===== config.mk =====
export PLATFORM = sky130hd
export DESIGN_NAME = stage_4_mem
export DESIGN_NICKNAME = d
export VERILOG_FILES = /design/src/rtl/stage_4_mem.sv
export SDC_FILE = /design/constraint.sdc
export NUM_CORES = 1
export LEC_CHECK = 0
export CORE_MARGIN = 3
export CORE_UTILIZATION = 45
export DETAILED_ROUTE_END_ITERATION = 8
export GPL_ROUTABILITY_DRIVEN = 0
export GPL_TIMING_DRIVEN = 0
export PLACE_DENSITY = 0.81
export SETUP_SLACK_MARGIN = 0.05
export SYNTH_ARGS = -nofsm -noshare
export SYNTH_HDL_FRONTEND = slang
export SYNTH_SLANG_ARGS = --single-unit

===== constraint.sdc =====
create_clock -name clk -period 2.6 [get_ports clk]
set_clock_uncertainty 0.05 [all_clocks]
set_input_delay 0.26 -clock clk [delete_from_list [all_inputs] [get_ports clk]]
set_output_delay 0.26 -clock clk [all_outputs]
set_load 0.005 [all_outputs]

===== src/rtl/stage_4_mem.sv =====
// Memory-access stage: issues loads/stores on a req/ack data port, aligns load data,
// and drives the MEM/WB register consumed by write-back.
module stage_4_mem #(
  parameter int unsigned TIMEOUT = 16
) (
  input  logic        clk,
  input  logic        rst,
  input  logic        i_valid,
  input  logic [31:0] i_alu_out,
  input  logic [31:0] i_rs2,
  input  logic [4:0]  i_rd_num,
  input  logic [2:0]  i_funct3,
  input  logic        i_mem_read,
  input  logic        i_mem_write,
  output logic        o_stall,
  output logic        dmem_req,
  output logic        dmem_we,
  output logic [31:0] dmem_addr,
  output logic [31:0] dmem_wdata,
  output logic [3:0]  dmem_be,
  input  logic        dmem_ack,
  input  logic [31:0] dmem_rdata,
  output logic        o_valid,
  output logic [31:0] o_mem_out,
  output logic [4:0]  o_rd_num,
  output logic [31:0] o_alu_out,
  output logic        o_op_type,
  output logic        o_misaligned,
  output logic        o_bus_err
);

  localparam logic [7:0] TimeoutLast = 8'(TIMEOUT - 1);

  typedef enum logic [0:0] {StIdle, StWait} state_e;

  state_e      r_state, w_state_nxt;
  logic [7:0]  r_cnt, w_cnt_nxt;
  logic        r_is_load;
  logic [2:0]  r_funct3;
  logic [4:0]  r_rd;
  logic [1:0]  r_off;
  logic [31:0] r_alu;

  logic        w_mem_op;
  logic        w_misaligned;
  logic        w_issue;
  logic        w_timeout;
  logic [3:0]  w_be;
  logic [31:0] w_wdata;
  logic [7:0]  w_byte;
  logic [15:0] w_half;
  logic [31:0] w_load;

  assign w_mem_op     = i_mem_read | i_mem_write;
  assign w_misaligned = ((i_funct3[1:0] == 2'b01) && i_alu_out[0]) ||
                        ((i_funct3[1:0] == 2'b10) && (i_alu_out[1:0] != 2'b00));
  assign w_issue      = (r_state == StIdle) && i_valid && w_mem_op && !w_misaligned;
  // An ack in the last allowed cycle wins over the timeout.
  assign w_timeout    = (r_state == StWait) && !dmem_ack && (r_cnt == TimeoutLast);
  assign o_stall      = w_issue || ((r_state == StWait) && !dmem_ack);

  always_comb begin
    w_state_nxt = r_state;
    w_cnt_nxt   = r_cnt;
    case (r_state)
      StIdle: begin
        if (w_issue) begin
          w_state_nxt = StWait;
          w_cnt_nxt   = 8'd0;
        end
      end
      StWait: begin
        if (dmem_ack || w_timeout) begin
          w_state_nxt = StIdle;
          w_cnt_nxt   = 8'd0;
        end else begin
          w_cnt_nxt   = r_cnt + 8'd1;
        end
      end
      default: begin
        w_state_nxt = StIdle;
        w_cnt_nxt   = 8'd0;
      end
    endcase
  end

  always_ff @(posedge clk) begin
    if (rst) begin
      r_state <= StIdle;
      r_cnt   <= 8'd0;
    end else begin
      r_state <= w_state_nxt;
      r_cnt   <= w_cnt_nxt;
    end
  end

  always_comb begin
    w_be    = 4'b1111;
    w_wdata = i_rs2;
    case (i_funct3[1:0])
      2'b00: begin
        w_be    = 4'b0001 << i_alu_out[1:0];
        w_wdata = {4{i_rs2[7:0]}};
      end
      2'b01: begin
        w_be    = i_alu_out[1] ? 4'b1100 : 4'b0011;
        w_wdata = {2{i_rs2[15:0]}};
      end
      default: ;
    endcase
  end

  always_comb begin
    w_byte = dmem_rdata[7:0];
    case (r_off)
      2'd1:    w_byte = dmem_rdata[15:8];
      2'd2:    w_byte = dmem_rdata[23:16];
      2'd3:    w_byte = dmem_rdata[31:24];
      default: w_byte = dmem_rdata[7:0];
    endcase
    w_half = r_off[1] ? dmem_rdata[31:16] : dmem_rdata[15:0];
    // funct3[2] set means unsigned (LBU/LHU).
    case (r_funct3[1:0])
      2'b00:   w_load = {{24{~r_funct3[2] & w_byte[7]}}, w_byte};
      2'b01:   w_load = {{16{~r_funct3[2] & w_half[15]}}, w_half};
      default: w_load = dmem_rdata;
    endcase
  end

  always_ff @(posedge clk) begin
    if (rst) begin
      dmem_req     <= 1'b0;
      dmem_we      <= 1'b0;
      dmem_addr    <= 32'd0;
      dmem_wdata   <= 32'd0;
      dmem_be      <= 4'd0;
      o_valid      <= 1'b0;
      o_mem_out    <= 32'd0;
      o_rd_num     <= 5'd0;
      o_alu_out    <= 32'd0;
      o_op_type    <= 1'b0;
      o_misaligned <= 1'b0;
      o_bus_err    <= 1'b0;
      r_is_load    <= 1'b0;
      r_funct3     <= 3'd0;
      r_rd         <= 5'd0;
      r_off        <= 2'd0;
      r_alu        <= 32'd0;
    end else begin
      o_valid      <= 1'b0;
      o_rd_num     <= 5'd0;
      o_op_type    <= 1'b0;
      o_misaligned <= 1'b0;
      o_bus_err    <= 1'b0;
      case (r_state)
        StIdle: begin
          if (i_valid && !w_mem_op) begin
            o_valid   <= 1'b1;
            o_alu_out <= i_alu_out;
            o_rd_num  <= i_rd_num;
          end else if (i_valid && w_misaligned) begin
            o_valid      <= 1'b1;
            o_misaligned <= 1'b1;
            o_alu_out    <= i_alu_out;
          end else if (w_issue) begin
            dmem_req   <= 1'b1;
            dmem_we    <= i_mem_write & ~i_mem_read;
            dmem_addr  <= {i_alu_out[31:2], 2'b00};
            dmem_wdata <= w_wdata;
            dmem_be    <= w_be;
            r_is_load  <= i_mem_read;
            r_funct3   <= i_funct3;
            r_rd       <= i_rd_num;
            r_off      <= i_alu_out[1:0];
            r_alu      <= i_alu_out;
          end
        end
        StWait: begin
          if (dmem_ack) begin
            dmem_req  <= 1'b0;
            dmem_we   <= 1'b0;
            o_valid   <= 1'b1;
            o_alu_out <= r_alu;
            if (r_is_load) begin
              o_op_type <= 1'b1;
              o_mem_out <= w_load;
              o_rd_num  <= r_rd;
            end
          end else if (w_timeout) begin
            dmem_req  <= 1'b0;
            dmem_we   <= 1'b0;
            o_valid   <= 1'b1;
            o_bus_err <= 1'b1;
            o_alu_out <= r_alu;
          end
        end
        default: ;
      endcase
    end
  end

endmodule


==> impl_metrics.prom <==
# TYPE chip_impl_metric gauge
chip_impl_info{name="run_status",value="completed"} 1
chip_impl_metric{name="number_of_clock_buffers_inserted_by_tritoncts",unit=""} 17
chip_impl_metric{name="final-setup-viol-count",unit=""} 0
chip_impl_metric{name="worst_ep_required_time",unit="ps"} 2290
chip_impl_metric{name="power_density",unit="mW/mm^2"} 590
chip_impl_metric{name="power.leakage",unit="nW"} 4.03
chip_impl_metric{name="pin_count",unit=""} 254
chip_impl_metric{name="postLayoutCellArea",unit="mm^2"} 0.0106
chip_impl_info{name="synth_top_cells_by_area",value="sky130_fd_sc_hd__dfxtp_1 45%, sky130_fd_sc_hd__nand2_1 8.7%, sky130_fd_sc_hd__mux2i_1 7.6%, sky130_fd_sc_hd__a21oi_1 6.3%, sky130_fd_sc_hd__o2bb2ai_2 6.0%"} 1
chip_impl_info{name="busiest_layer",value="met2"} 1
chip_impl_metric{name="floorplan.die.width",unit="um"} 132
chip_impl_metric{name="synth-compound-area-share",unit="%"} 25.1
chip_impl_metric{name="max_freq",unit="MHz"} 406
chip_impl_metric{name="finalMaxSlewViolations",unit=""} 0
chip_impl_metric{name="layout-area-overhead-vs-synth",unit="%"} 46.7
chip_impl_info{name="cts-root-buf",value="sky130_fd_sc_hd__clkbuf_16"} 1
chip_impl_metric{name="worst_pin_slew",unit="ps"} 852
chip_impl_metric{name="seq_power_share",unit="%"} 43.3
chip_impl_metric{name="buffer_levels_on_the_longest_clock_path",unit=""} 2
chip_impl_metric{name="min_period_over_period",unit="%"} 94.7
chip_impl_metric{name="site_rows",unit=""} 45
chip_impl_metric{name="grtUsageTotal",unit="%"} 25.9
chip_impl_info{name="cp-end-kind",value="output port"} 1
chip_impl_metric{name="cp_data_arrival_time",unit="ps"} 2150
chip_impl_metric{name="chipHeight",unit="um"} 132
chip_impl_metric{name="drt.antenna.violating_nets",unit=""} 0
chip_impl_metric{name="globalRouteOverflowTotal",unit=""} 0
chip_impl_metric{name="syn-cell-area",unit="mm^2"} 0.00720
chip_impl_metric{name="netlist_instances",unit=""} 813
chip_impl_metric{name="final_cell_count_no_fill",unit=""} 1308
chip_impl_metric{name="detailedRoute.firstPassIterationCount",unit=""} 7
chip_impl_metric{name="synth_cell_type_count",unit=""} 51
chip_impl_metric{name="synth-async-reset-ratio",unit="%"} 0
chip_impl_metric{name="numClockSinks",unit=""} 161
chip_impl_metric{name="core_region_area",unit="mm^2"} 0.0154
chip_impl_metric{name="power.switching",unit="mW"} 1.64
chip_impl_metric{name="power.total",unit="mW"} 6.23
chip_impl_metric{name="clkLatencyLatePin",unit="ps"} 420
chip_impl_metric{name="synth_xor_area_share",unit="%"} 0
chip_impl_info{name="synth.largest_area_cell",value="sky130_fd_sc_hd__dfxtp_1"} 1
chip_impl_metric{name="finalHoldViolCount",unit=""} 0
chip_impl_metric{name="detailedRoute.firstIterationViolations",unit=""} 362
chip_impl_metric{name="simple_gate_portion_of_the_synthesized_area",unit="%"} 14.1
chip_impl_metric{name="h-tree-depth",unit=""} 4
chip_impl_metric{name="num-fill-cells",unit=""} 1271
chip_impl_metric{name="grt_antenna_before_repair",unit=""} 1
chip_impl_metric{name="dp_hpwl",unit="um"} 17400
chip_impl_metric{name="route.vias.total",unit=""} 7019
chip_impl_metric{name="power.switching_fraction",unit="%"} 26.4
chip_impl_metric{name="syn-mean-instance-area",unit="um^2"} 8.85
chip_impl_metric{name="use_met3",unit="%"} 8.25
chip_impl_metric{name="final_layout_size_suffix_gt1_share",unit="%"} 11.1
chip_impl_metric{name="vias_in_the_first_global_route",unit=""} 7047
chip_impl_metric{name="detailedPlace.worstSlack",unit="ps"} -175
chip_impl_metric{name="comb_power_share",unit="%"} 17.9
chip_impl_info{name="rsz_0062_raised_after_global_routing",value="no"} 1
chip_impl_metric{name="post-place-cells",unit=""} 1275
chip_impl_metric{name="drv_cap",unit=""} 0
chip_impl_metric{name="globalRouteMet1Util",unit="%"} 31.8
chip_impl_metric{name="yosysWarningCount",unit=""} 0
chip_impl_metric{name="nets",unit=""} 1194
chip_impl_metric{name="post-synth-top-area-fraction",unit="%"} 44.8
chip_impl_metric{name="wirelength",unit="um"} 23200
chip_impl_metric{name="post_synthesis_mux_area_share",unit="%"} 8.12
chip_impl_metric{name="max-vdd-ir-drop",unit="mV"} 0.486
chip_impl_metric{name="finalCoreUtilization",unit="%"} 68.4
chip_impl_metric{name="remaining_drc_errors",unit=""} 0
chip_impl_metric{name="die_area",unit="mm^2"} 0.0175
chip_impl_info{name="worst-setup-path-type",value="input pin to output port"} 1
chip_impl_info{name="hold_path_class",value="input pin to flop"} 1
chip_impl_metric{name="share_of_synthesized_cell_area_in_full_adder_half_adder_and_majority_cells",unit="%"} 0.174
chip_impl_metric{name="final_period_minus_worst_setup_slack",unit="ps"} 2460
chip_impl_metric{name="ys_ff_latch",unit=""} 161
chip_impl_metric{name="clock_power_share",unit="%"} 38.8
chip_impl_metric{name="max-slew-margin-rel",unit="%"} 43.2
chip_impl_metric{name="routed_wire_length_per_instance",unit="um"} 17.7
chip_impl_metric{name="starting_density_of_the_core",unit="%"} 46.7
chip_impl_metric{name="intPower",unit="mW"} 4.58
chip_impl_metric{name="dpl_cell_area",unit="mm^2"} 0.00997
chip_impl_metric{name="critical_path_peak_fanout",unit=""} 10
chip_impl_metric{name="synth_edf_count",unit=""} 0
chip_impl_info{name="main_combinational_cell_family_by_area_after_synthesis",value="compound AO/OA/AOI/OAI gates"} 1
chip_impl_metric{name="detail_route.vias_per_cell",unit=""} 5.37
chip_impl_metric{name="tns",unit="ps"} 0
chip_impl_metric{name="hold-worst-slack",unit="ps"} 182
chip_impl_metric{name="seq_area_frac_synth",unit="%"} 44.8
chip_impl_info{name="dominantRegCellSynth",value="sky130_fd_sc_hd__dfxtp_1"} 1
chip_impl_metric{name="global_route_wire_length_before_repair",unit="um"} 36900
chip_impl_metric{name="io_buffers",unit=""} 250
chip_impl_metric{name="setup_slack",unit="ps"} 137
chip_impl_metric{name="grt_start_max_net_pins",unit=""} 17
chip_impl_info{name="tritoncts_clock_tree",value="built"} 1
chip_impl_metric{name="cts_clk_pin_slew_worst_paths",unit="ps"} 60
chip_impl_info{name="worst_setup_path_start_kind",value="input pin"} 1
chip_impl_metric{name="met2_usage",unit="%"} 42.5
power groups by stage:
stage	logic [mW]	clock network [mW]	registers (mW)
after detailed placement	1.11	0	2.75
final	1.12	2.41	2.70
after floorplan	0.510	0	2.74
after CTS	1.12	2.44	2.69
after global routing	1.21	2.54	2.71
after global placement	1.10	0	2.74
logic make-up after synthesis:
| kind of cell | count (synthesis) |
|---|---|
| flops | 161 |
| other cells | 1 |
| buf+inv | 101 |
| simple gates | 245 |
| mux | 57 |
| fa+ha+maj | 1 |
| compound gates | 247 |
synthesized netlist by cell type, drive strengths merged (2+ instances only):
library cell,number
nor3b,3
a21o,3
clkbuf,43
nor2,46
nand3,3
a21oi,90
a22oi,8
o211ai,9
nand2,166
o22a,7
mux2i,55
inv,5
o211a,10
nand2b,7
dfxtp,161
buf,52
o2bb2ai,32
o21ai,45
and3,4
a211oi,20
or4,2
a311oi,11
nor3,4
a22o,6
nand3b,3
nor2b,2
or2,2
flip-flops by register name, summed over array words and instances, names as in the netlist, 3 cells and up:
name	flops
o_mem_out	32
r_alu	31
o_rd_num	5
r_rd	5
o_alu_out	32
r_cnt	8
r_funct3	3
dmem_be	4
dmem_wdata	32
metal layers:
layer  part of all wire, %  routed length, um  vias to the layer above
met5                     0                  0                        -
li1                      -                  -                     3380
met3                   9.4               2180                       51
met4                   3.1                728                        0
met2                    47              10800                      322
met1                    41               9450                     3266
layout make-up:
| class | instances | area (um^2) | share of cell area (%) |
|---|---|---|---|
| Multi-Input combinational cell | 552 | 3430 | 32.5 |
| Sequential cell | 161 | 3220 | 30.5 |
| Timing Repair Buffer | 250 | 2510 | 23.8 |
| Buffer | 95 | 533 | 5.05 |
| Clock buffer | 23 | 508 | 4.81 |
| Tap cell | 211 | 264 | 2.50 |
| Clock inverter | 9 | 67.6 | 0.640 |
| Inverter | 6 | 22.5 | 0.213 |
| Antenna cell | 1 | 2.50 | 0.0237 |
critical path, cell delays in order:
cell                              delay, ps
sky130_fd_sc_hd__clkdlybuf4s50_1        460
sky130_fd_sc_hd__or2_2                  320
sky130_fd_sc_hd__o211a_1                160
sky130_fd_sc_hd__nand3b_1               160
sky130_fd_sc_hd__clkbuf_4               250
sky130_fd_sc_hd__nand2_1                 70
sky130_fd_sc_hd__clkdlybuf4s50_1        470
final timing paths:
path,start,to,slack [ps],depth (start not counted)
worst max-delay path,i_mem_write,o_stall,140,7
worst min-delay path,i_alu_out[1],r_alu[1]$_SDFFE_PP0P_,180,3
worst max register to register,r_alu[1]$_SDFFE_PP0P_,o_mem_out[22]$_SDFFE_PP0P_,260,7
worst min register to register,dmem_wdata[1]$_SDFFE_PP0P_,dmem_wdata[1]$_SDFFE_PP0P_,400,2
repair_timing:
action                     4_1_cts  5_1_grt
buffers inserted                 0        0
hold buffers                     0        0
cloned                           0        0
resized for setup                4        3
setup endpoints to repair        1        1
cell usage in the layout, fill, tap and decap left out, types with 4 or more instances in the layout:
cell,instances
sky130_fd_sc_hd__nor3_1,4
sky130_fd_sc_hd__clkdlybuf4s50_1,246
sky130_fd_sc_hd__a211oi_1,20
sky130_fd_sc_hd__a22oi_1,8
sky130_fd_sc_hd__clkbuf_8,6
sky130_fd_sc_hd__a21oi_1,90
sky130_fd_sc_hd__dfxtp_1,161
sky130_fd_sc_hd__o22a_1,7
sky130_fd_sc_hd__buf_4,34
sky130_fd_sc_hd__inv_1,5
sky130_fd_sc_hd__nand2b_1,7
sky130_fd_sc_hd__a22o_1,6
sky130_fd_sc_hd__buf_2,11
sky130_fd_sc_hd__o21ai_0,44
sky130_fd_sc_hd__clkbuf_1,41
sky130_fd_sc_hd__o2bb2ai_2,29
sky130_fd_sc_hd__nand2_1,166
sky130_fd_sc_hd__mux2i_1,55
sky130_fd_sc_hd__clkbuf_16,17
sky130_fd_sc_hd__o211a_1,10
sky130_fd_sc_hd__nor2_1,43
sky130_fd_sc_hd__buf_6,4
sky130_fd_sc_hd__a311oi_1,11
sky130_fd_sc_hd__o211ai_1,9
Note: power is estimated with default switching activity, not from simulation.
